File: src/rtl/conv_pkg.sv
// Shared types and constants for the 3x3 convolution window controller.
package conv_pkg;

    typedef enum logic [1:0] {
        StIdle  = 2'd0,
        StRun   = 2'd1,
        StDrain = 2'd2,
        StDone  = 2'd3
    } state_e;

    localparam int unsigned IMG_W_DEF = 32;
    localparam int unsigned IMG_H_DEF = 32;

    // Number of fully in-image 3x3 windows in a w x h frame.
    function automatic int unsigned win_count(input int unsigned w, input int unsigned h);
        return (w - 2) * (h - 2);
    endfunction

endpackage

File: src/rtl/conv_window_ctrl_if.sv
// Pixel-fetch and window handshake bundle between the window controller and its neighbours.
interface conv_window_ctrl_if #(
    parameter int unsigned ADDR_W = 11
);
    logic [ADDR_W-1:0] rd_addr;
    logic              push_pixel;
    logic              win_valid;
    logic              win_ready;
    logic [ADDR_W-1:0] out_addr;

    modport master (
        output rd_addr,
        output push_pixel,
        output win_valid,
        output out_addr,
        input  win_ready
    );

    modport slave (
        input  rd_addr,
        input  push_pixel,
        input  win_valid,
        input  out_addr,
        output win_ready
    );
endinterface

File: src/rtl/conv_pos_counter.sv
// Raster-scan position counter: linear read address plus col/row with wrap at the image width.
module conv_pos_counter #(
    parameter int unsigned IMG_W  = 32,
    parameter int unsigned IMG_H  = 32,
    parameter int unsigned ADDR_W = 11
) (
    input  logic              clk,
    input  logic              reset,
    input  logic              clear,
    input  logic              advance,
    output logic [ADDR_W-1:0] col,
    output logic [ADDR_W-1:0] row,
    output logic [ADDR_W-1:0] addr,
    output logic              last
);

    localparam logic [ADDR_W-1:0] ColLast  = ADDR_W'(IMG_W - 1);
    localparam logic [ADDR_W-1:0] AddrLast = ADDR_W'(IMG_W * IMG_H - 1);

    logic [ADDR_W-1:0] col_q, row_q, addr_q;

    always_ff @(posedge clk or negedge reset) begin
        if (!reset) begin
            col_q  <= '0;
            row_q  <= '0;
            addr_q <= '0;
        end else if (clear) begin
            col_q  <= '0;
            row_q  <= '0;
            addr_q <= '0;
        end else if (advance) begin
            addr_q <= addr_q + 1'b1;
            if (col_q == ColLast) begin
                col_q <= '0;
                row_q <= row_q + 1'b1;
            end else begin
                col_q <= col_q + 1'b1;
            end
        end
    end

    assign col  = col_q;
    assign row  = row_q;
    assign addr = addr_q;
    assign last = (addr_q == AddrLast);

endmodule

File: src/rtl/conv_window_ctrl.sv
// Frame sequencer for a 3x3 sliding-window convolution over an image register file.
// Optional abort input enabled by defining CONV_WINDOW_CTRL_ABORT_EN.
module conv_window_ctrl
    import conv_pkg::*;
#(
    parameter int unsigned IMG_W  = IMG_W_DEF,
    parameter int unsigned IMG_H  = IMG_H_DEF,
    parameter int unsigned ADDR_W = 11
) (
    input  logic clk,
    input  logic reset,
    input  logic start,
`ifdef CONV_WINDOW_CTRL_ABORT_EN
    input  logic abort,
`endif
    conv_window_ctrl_if.master win,
    output logic busy,
    output logic done
);

    localparam logic [ADDR_W-1:0] Two = ADDR_W'(2);

    logic [1:0]        rst_sync_q;
    logic              rst_int_n;
    state_e            state_q, state_d;
    logic              win_valid_q, win_valid_d;
    logic [ADDR_W-1:0] out_addr_q, out_addr_d;
    logic [ADDR_W-1:0] win_idx_q, win_idx_d;
    logic [ADDR_W-1:0] col, row, addr;
    logic              last, push, stall, accept, frame_start, win_pos, abort_hit;

    // Assert asynchronously, release two clock edges after reset rises.
    always_ff @(posedge clk or negedge reset) begin
        if (!reset) rst_sync_q <= 2'b00;
        else        rst_sync_q <= {rst_sync_q[0], 1'b1};
    end
    assign rst_int_n = rst_sync_q[1];

    assign frame_start = (state_q == StIdle) && start;
    assign accept      = win_valid_q && win.win_ready;
    assign stall       = win_valid_q && !win.win_ready;
    assign push        = (state_q == StRun) && !stall && !abort_hit;
    assign win_pos     = (row >= Two) && (col >= Two);

    conv_pos_counter #(
        .IMG_W (IMG_W),
        .IMG_H (IMG_H),
        .ADDR_W(ADDR_W)
    ) u_pos (
        .clk    (clk),
        .reset  (rst_int_n),
        .clear  (frame_start),
        .advance(push),
        .col    (col),
        .row    (row),
        .addr   (addr),
        .last   (last)
    );

    always_comb begin
        state_d     = state_q;
        win_valid_d = win_valid_q;
        out_addr_d  = out_addr_q;
        win_idx_d   = win_idx_q;

        if (frame_start) begin
            out_addr_d = '0;
            win_idx_d  = '0;
        end

        // A push replaces the presented window, so acceptance and push may coincide.
        if (push) begin
            win_valid_d = win_pos;
            if (win_pos) begin
                out_addr_d = win_idx_q;
                win_idx_d  = win_idx_q + 1'b1;
            end
        end else if (accept) begin
            win_valid_d = 1'b0;
        end

        unique case (state_q)
            StIdle:  if (start) state_d = StRun;
            StRun:   if (push && last) state_d = StDrain;
            StDrain: if (!win_valid_q || accept) state_d = StDone;
            StDone:  state_d = StIdle;
            default: state_d = StIdle;
        endcase

        if (abort_hit) begin
            state_d     = StIdle;
            win_valid_d = 1'b0;
        end
    end

    always_ff @(posedge clk or negedge rst_int_n) begin
        if (!rst_int_n) begin
            state_q     <= StIdle;
            win_valid_q <= 1'b0;
            out_addr_q  <= '0;
            win_idx_q   <= '0;
        end else begin
            state_q     <= state_d;
            win_valid_q <= win_valid_d;
            out_addr_q  <= out_addr_d;
            win_idx_q   <= win_idx_d;
        end
    end

`ifdef CONV_WINDOW_CTRL_ABORT_EN
    logic abort_done_q;

    assign abort_hit = abort && ((state_q == StRun) || (state_q == StDrain));

    // Abort ends the frame in IDLE, so its done pulse comes from a separate flop.
    always_ff @(posedge clk or negedge rst_int_n) begin
        if (!rst_int_n) abort_done_q <= 1'b0;
        else            abort_done_q <= abort_hit;
    end

    assign done = (state_q == StDone) || abort_done_q;
`else
    assign abort_hit = 1'b0;
    assign done      = (state_q == StDone);
`endif

    assign busy           = (state_q != StIdle);
    assign win.rd_addr    = addr;
    assign win.push_pixel = push;
    assign win.win_valid  = win_valid_q;
    assign win.out_addr   = out_addr_q;

endmodule

File: src/flat_wrapper.sv
// flat-port wrapper written by rule: the top's interface ports become plain ports
module conv_window_ctrl_flat import conv_pkg::*;
#(
    parameter int unsigned IMG_W  = IMG_W_DEF,
    parameter int unsigned IMG_H  = IMG_H_DEF,
    parameter int unsigned ADDR_W = 11
)
  (clk, reset, start, busy, done, win_rd_addr, win_push_pixel, win_win_valid, win_out_addr, win_win_ready);
  conv_window_ctrl_if #(.ADDR_W(ADDR_W)) win_i ();
  input  logic clk;
  input  logic reset;
  input  logic start;
  output logic busy;
  output logic done;
  output wire logic [$bits(win_i.rd_addr)-1:0] win_rd_addr;
  output wire logic [$bits(win_i.push_pixel)-1:0] win_push_pixel;
  output wire logic [$bits(win_i.win_valid)-1:0] win_win_valid;
  output wire logic [$bits(win_i.out_addr)-1:0] win_out_addr;
  input wire logic [$bits(win_i.win_ready)-1:0] win_win_ready;
  assign win_rd_addr = win_i.rd_addr;
  assign win_push_pixel = win_i.push_pixel;
  assign win_win_valid = win_i.win_valid;
  assign win_out_addr = win_i.out_addr;
  assign win_i.win_ready = win_win_ready;
  conv_window_ctrl #(.IMG_W(IMG_W), .IMG_H(IMG_H), .ADDR_W(ADDR_W)) u_core (.clk(clk), .reset(reset), .start(start), .win(win_i), .busy(busy), .done(done));
endmodule
File: config.mk
export PLATFORM = sky130hd
export DESIGN_NAME = conv_window_ctrl_flat
export DESIGN_NICKNAME = d
export VERILOG_FILES = /design/src/rtl/conv_pkg.sv /design/src/rtl/conv_window_ctrl_if.sv /design/src/rtl/conv_pos_counter.sv /design/src/rtl/conv_window_ctrl.sv /design/src/flat_wrapper.sv
export SDC_FILE = /design/constraint.sdc
export NUM_CORES = 1
export LEC_CHECK = 0
export ABC_AREA = 1
export CAP_MARGIN = 20
export CORE_MARGIN = 2
export CORE_UTILIZATION = 40
export DETAILED_ROUTE_END_ITERATION = 6
export DONT_BUFFER_PORTS = 1
export SYNTH_ARGS = -nofsm -noshare
export SYNTH_HDL_FRONTEND = slang
export SYNTH_SLANG_ARGS = --single-unit
File: constraint.sdc
create_clock -name clk -period 3.1 [get_ports clk]
set_input_delay 0.31 -clock clk [delete_from_list [all_inputs] [get_ports clk]]
set_output_delay 0.31 -clock clk [all_outputs]
set_load 0.05 [all_outputs]
==> summary.md <==
| Metric | Value |
|---|---|
| WHS Endpoint | u_core.win.win_valid |
| Setup crit start kind | flip-flop |
| Top cell by count, worst path | nand2_1 |
| Yosys reg bits | 60 |
| FF/Latch Area | 0.001503 sq mm |
| Final Max Slew Viols | 0 |
| Synthesized instance count | 460 |
| Final hold vios | 0 |
| Max Clock Skew | 12.96 ps |
| Num CTS Buffers | 9 |
| Largest family of logic cells by synthesized area | simple AND/OR/NAND/NOR gates |
| Worst R2R Setup Slack | 800 ps |
| Placeable Area | 0.008217 sq mm |
| Min-delay src | win_win_ready |
| Final setup TNS | 0 ps |
| Die ar. | 0.009236 sq mm |
| Layout Nets | 482 |
| Synth Area in Adders | 0.04056 |
| Setup crit end kind | flip-flop |
| FF-to-FF End | u_core.win_idx_q[0] |
| CTS Sinks | 60 |
| CTS root buf | clkbuf_8 |
| Worst EP arrival | 2550 ps |
| Clk_lat worst skew | 350 ps |
| Number of global-route vias before repair | 2821 |
| Maximum clock insertion buffer count | 2 |
| Share of cells above drive strength 1 | 0.07203 |
| Die X | 96.11 microns |
| Grt total ovfl | 0 |
| Die Ht | 96.11 microns |
| Status | finished clean |
| Detail-routed via count per cell | 5.031 |
| Routed via count | 2903 |
| Largest net degree at the start of global routing | 29 |
| Critical Path Slowest Stage Cell | dfrtp_1 |
| GRT Total Usage | 0.1814 |
| Initial Util | 0.4130 |
| ANT nets after route | 0 |
| Max cap viols | 0 |
| Initial antenna violation count | 0 |
| WHS Path Cells | 3 |
| Fillers | 826 |
| Pre-antenna DRT Iters | 4 |
| Ranking of synthesized cells by area | dfrtp_1, nand2_1, nand3_1, inv_1, nor2_1 |
| Area of the multi-input gates | 0.001619 sq mm |
| FF-to-FF path depth | 8 |
| Most common cell after layout, fill and taps aside | nand2_1 |
| Simple-gate share of the synthesized area | 0.3319 |
| Placed Instances | 560 |
| Antenna cells | 0 |
| Worst path cell trace | nand2_1, nand2_2, inv_4, nand3_2, inv_1, nand2_1, nand2_1, inv_1 |
| Peak VDD IR | 0.2710 mV |
| Slew @ Worst Pin | 646.0 ps |
| Slew HR | 0.5693 |
| Post-layout instance count excluding filler cells | 577 |
| Power Density | 650.5 mW/mm^2 |
| Remaining DRCs | 0 |
| Synth warn | 0 |
| Routed length per placed instance | 13.19 microns |
| Ports | 30 |
| CP max FO | 25 |
| Area grow syn2layout | 10.32% |
| CP peak stage delay | 580 ps |
| Pre-CTS setup slack | 819.7 ps |
| Clock transition at path regs | 80 ps |
| RSZ-0062 raised after global routing | false |
| Final setup viols | 0 |
| Detailed Route WL | 7610 microns |
| Post-synthesis sequential area ratio | 0.4425 |
| Post-CTS sizing | 0 |
| Period utilisation layout | 0.7408 |
| Crit path required time | 3350 ps |
| Min-Delay Path Class | in2reg |
| Row count | 33 |
| Placer Congestion | 0.8203 |
| I/O Buffers | 0 |
| Mux share of post-synthesis cell area | 0 |
| WS Path Type | reg2reg |
| Mapped Area | 0.003393 sq mm |
| Leak | 1.880 nW |
| DPL Wire Length | 5407 microns |
| Fmax | 435.4 MHz |
| Fin crit period | 2297 ps |
| Syn avg cell area | 7.377 sq um |
| 1st-iter DRT viols | 89 |
| Setup WS post-layout | 803.4 ps |
| CTS tree | yes |
| Global-route wire length before repair | 12930 microns |
| Distinct cells, synth | 35 |
| H-Tree Depth | 3 |
| Synthesized Nets | 475 |
| Leading cell types in the layout, fill and taps excluded | nand2_1, dfrtp_1, inv_1 |
| Synth Area in Compound Gates | 0.09071 |
| R2r startpoint | u_core.win.win_valid |
| Dominant cell type by area after synthesis | dfrtp_1 |
| Hold Slack | 180.9 ps |
| Post-Synth XOR/XNOR Area | 0.01291 |
| Synth top area share | 0.4425 |
[routing by layer]
metal / wire length [microns] / vias to the layer above / GRT usage / part of all wire
li1: - / 1477 / - / -
met3: 304 / 14 / 0.04307 / 0.040
met4: 141 / 0 / 0.07857 / 0.019
met5: 0 / - / 0 / 0
met2: 3567 / 50 / 0.3038 / 0.47
met1: 3596 / 1362 / 0.2218 / 0.47
[worst max-delay path, delay by kind of cell, from the launching register on]
family / cells / cell delay (ps)
and+or+nand+nor: 5 / 1010
buffers and inverters: 3 / 590
DFF: 1 / 580
[where the power goes]
| part | switching, mW | internal (mW) | total (mW) | leakage [nW] |
|---|---|---|---|---|
| logic | 0.467 | 0.148 | 0.614 | 0.939 |
| registers | 0.129 | 0.837 | 0.967 | 0.824 |
| clock network | 0.322 | 0.532 | 0.854 | 0.117 |
[through the flow]
stage	cell area, sq um	total power [mW]	utilization
final	3744	2.435	0.4556
after global routing	3744	2.573	0.4556
after CTS	3744	2.455	0.4556
after detailed placement	3502	1.599	0.4262
after global placement	3502	1.593	0.4262
after floorplan	3393	1.462	-
[cell families (layout without fill, tap and decap cells)]
logic type               Yosys count  in the layout
flip-flops                        60             60
AO/OA/AOI/OAI                     53             53
adder cells (fa/ha/maj)           11             11
XOR/XNOR                           5              5
other                              1              1
buffers and inverters             65             77
AND/OR/NAND/NOR                  265            265
[worst max-delay path by stage]
stage | from | to | slack, ps | cells after the start
6_report | u_core.win.win_valid | u_core.win_idx_q[0] | 800 | 8
5_1_grt | u_core.win.win_valid | u_core.win_idx_q[0] | 630 | 8
4_1_cts | u_core.win.win_valid | u_core.win_idx_q[0] | 770 | 8
3_5_place_dp | u_core.win.win_valid | u_core.win_idx_q[0] | 820 | 8
3_3_place_gp | u_core.win.win_valid | u_core.win_idx_q[0] | 870 | 8
2_1_floorplan | u_core.win.win_valid | u_core.u_pos.col[4] | 1180 | 6
[cells in the mapped netlist, drive strengths merged]
cell type / number
nand2: 148
dfrtp: 60
inv: 55
nor2: 52
nand3: 44
o21ai: 34
ha: 11
nand4: 10
a21oi: 9
nor3: 7
buf: 6
clkbuf: 4
xor2: 4
a21o: 2
nand3b: 2
o22ai: 2
or2: 2
a211oi: 1
a22o: 1
a31oi: 1
conb: 1
o21bai: 1
o31ai: 1
o41ai: 1
xnor2: 1
[state kept, by name, summed over array words and instances (netlist names)]
name / flops
u_core.rst_sync_q: 2
u_core.state_q: 2
u_core.u_pos.addr: 11
u_core.u_pos.col: 11
u_core.u_pos.row: 11
u_core.win.out_addr: 11
u_core.win.win_valid: 1
u_core.win_idx_q: 11
[repair_timing]
action	4_1_cts	5_1_grt
hold endpoints to repair	2	0
hold buffers	1	0
setup buffers	0	0
[area by class of cell]
class | count | share of cell area
inverters | 55 | 0.05648
clock inverters | 5 | 0.02674
repair buffers | 6 | 0.01270
clock buffers | 11 | 0.03509
multi-input cells | 335 | 0.4325
flip-flops and latches | 60 | 0.4014
well taps | 105 | 0.03509
(Power assumes the default switching activity.)
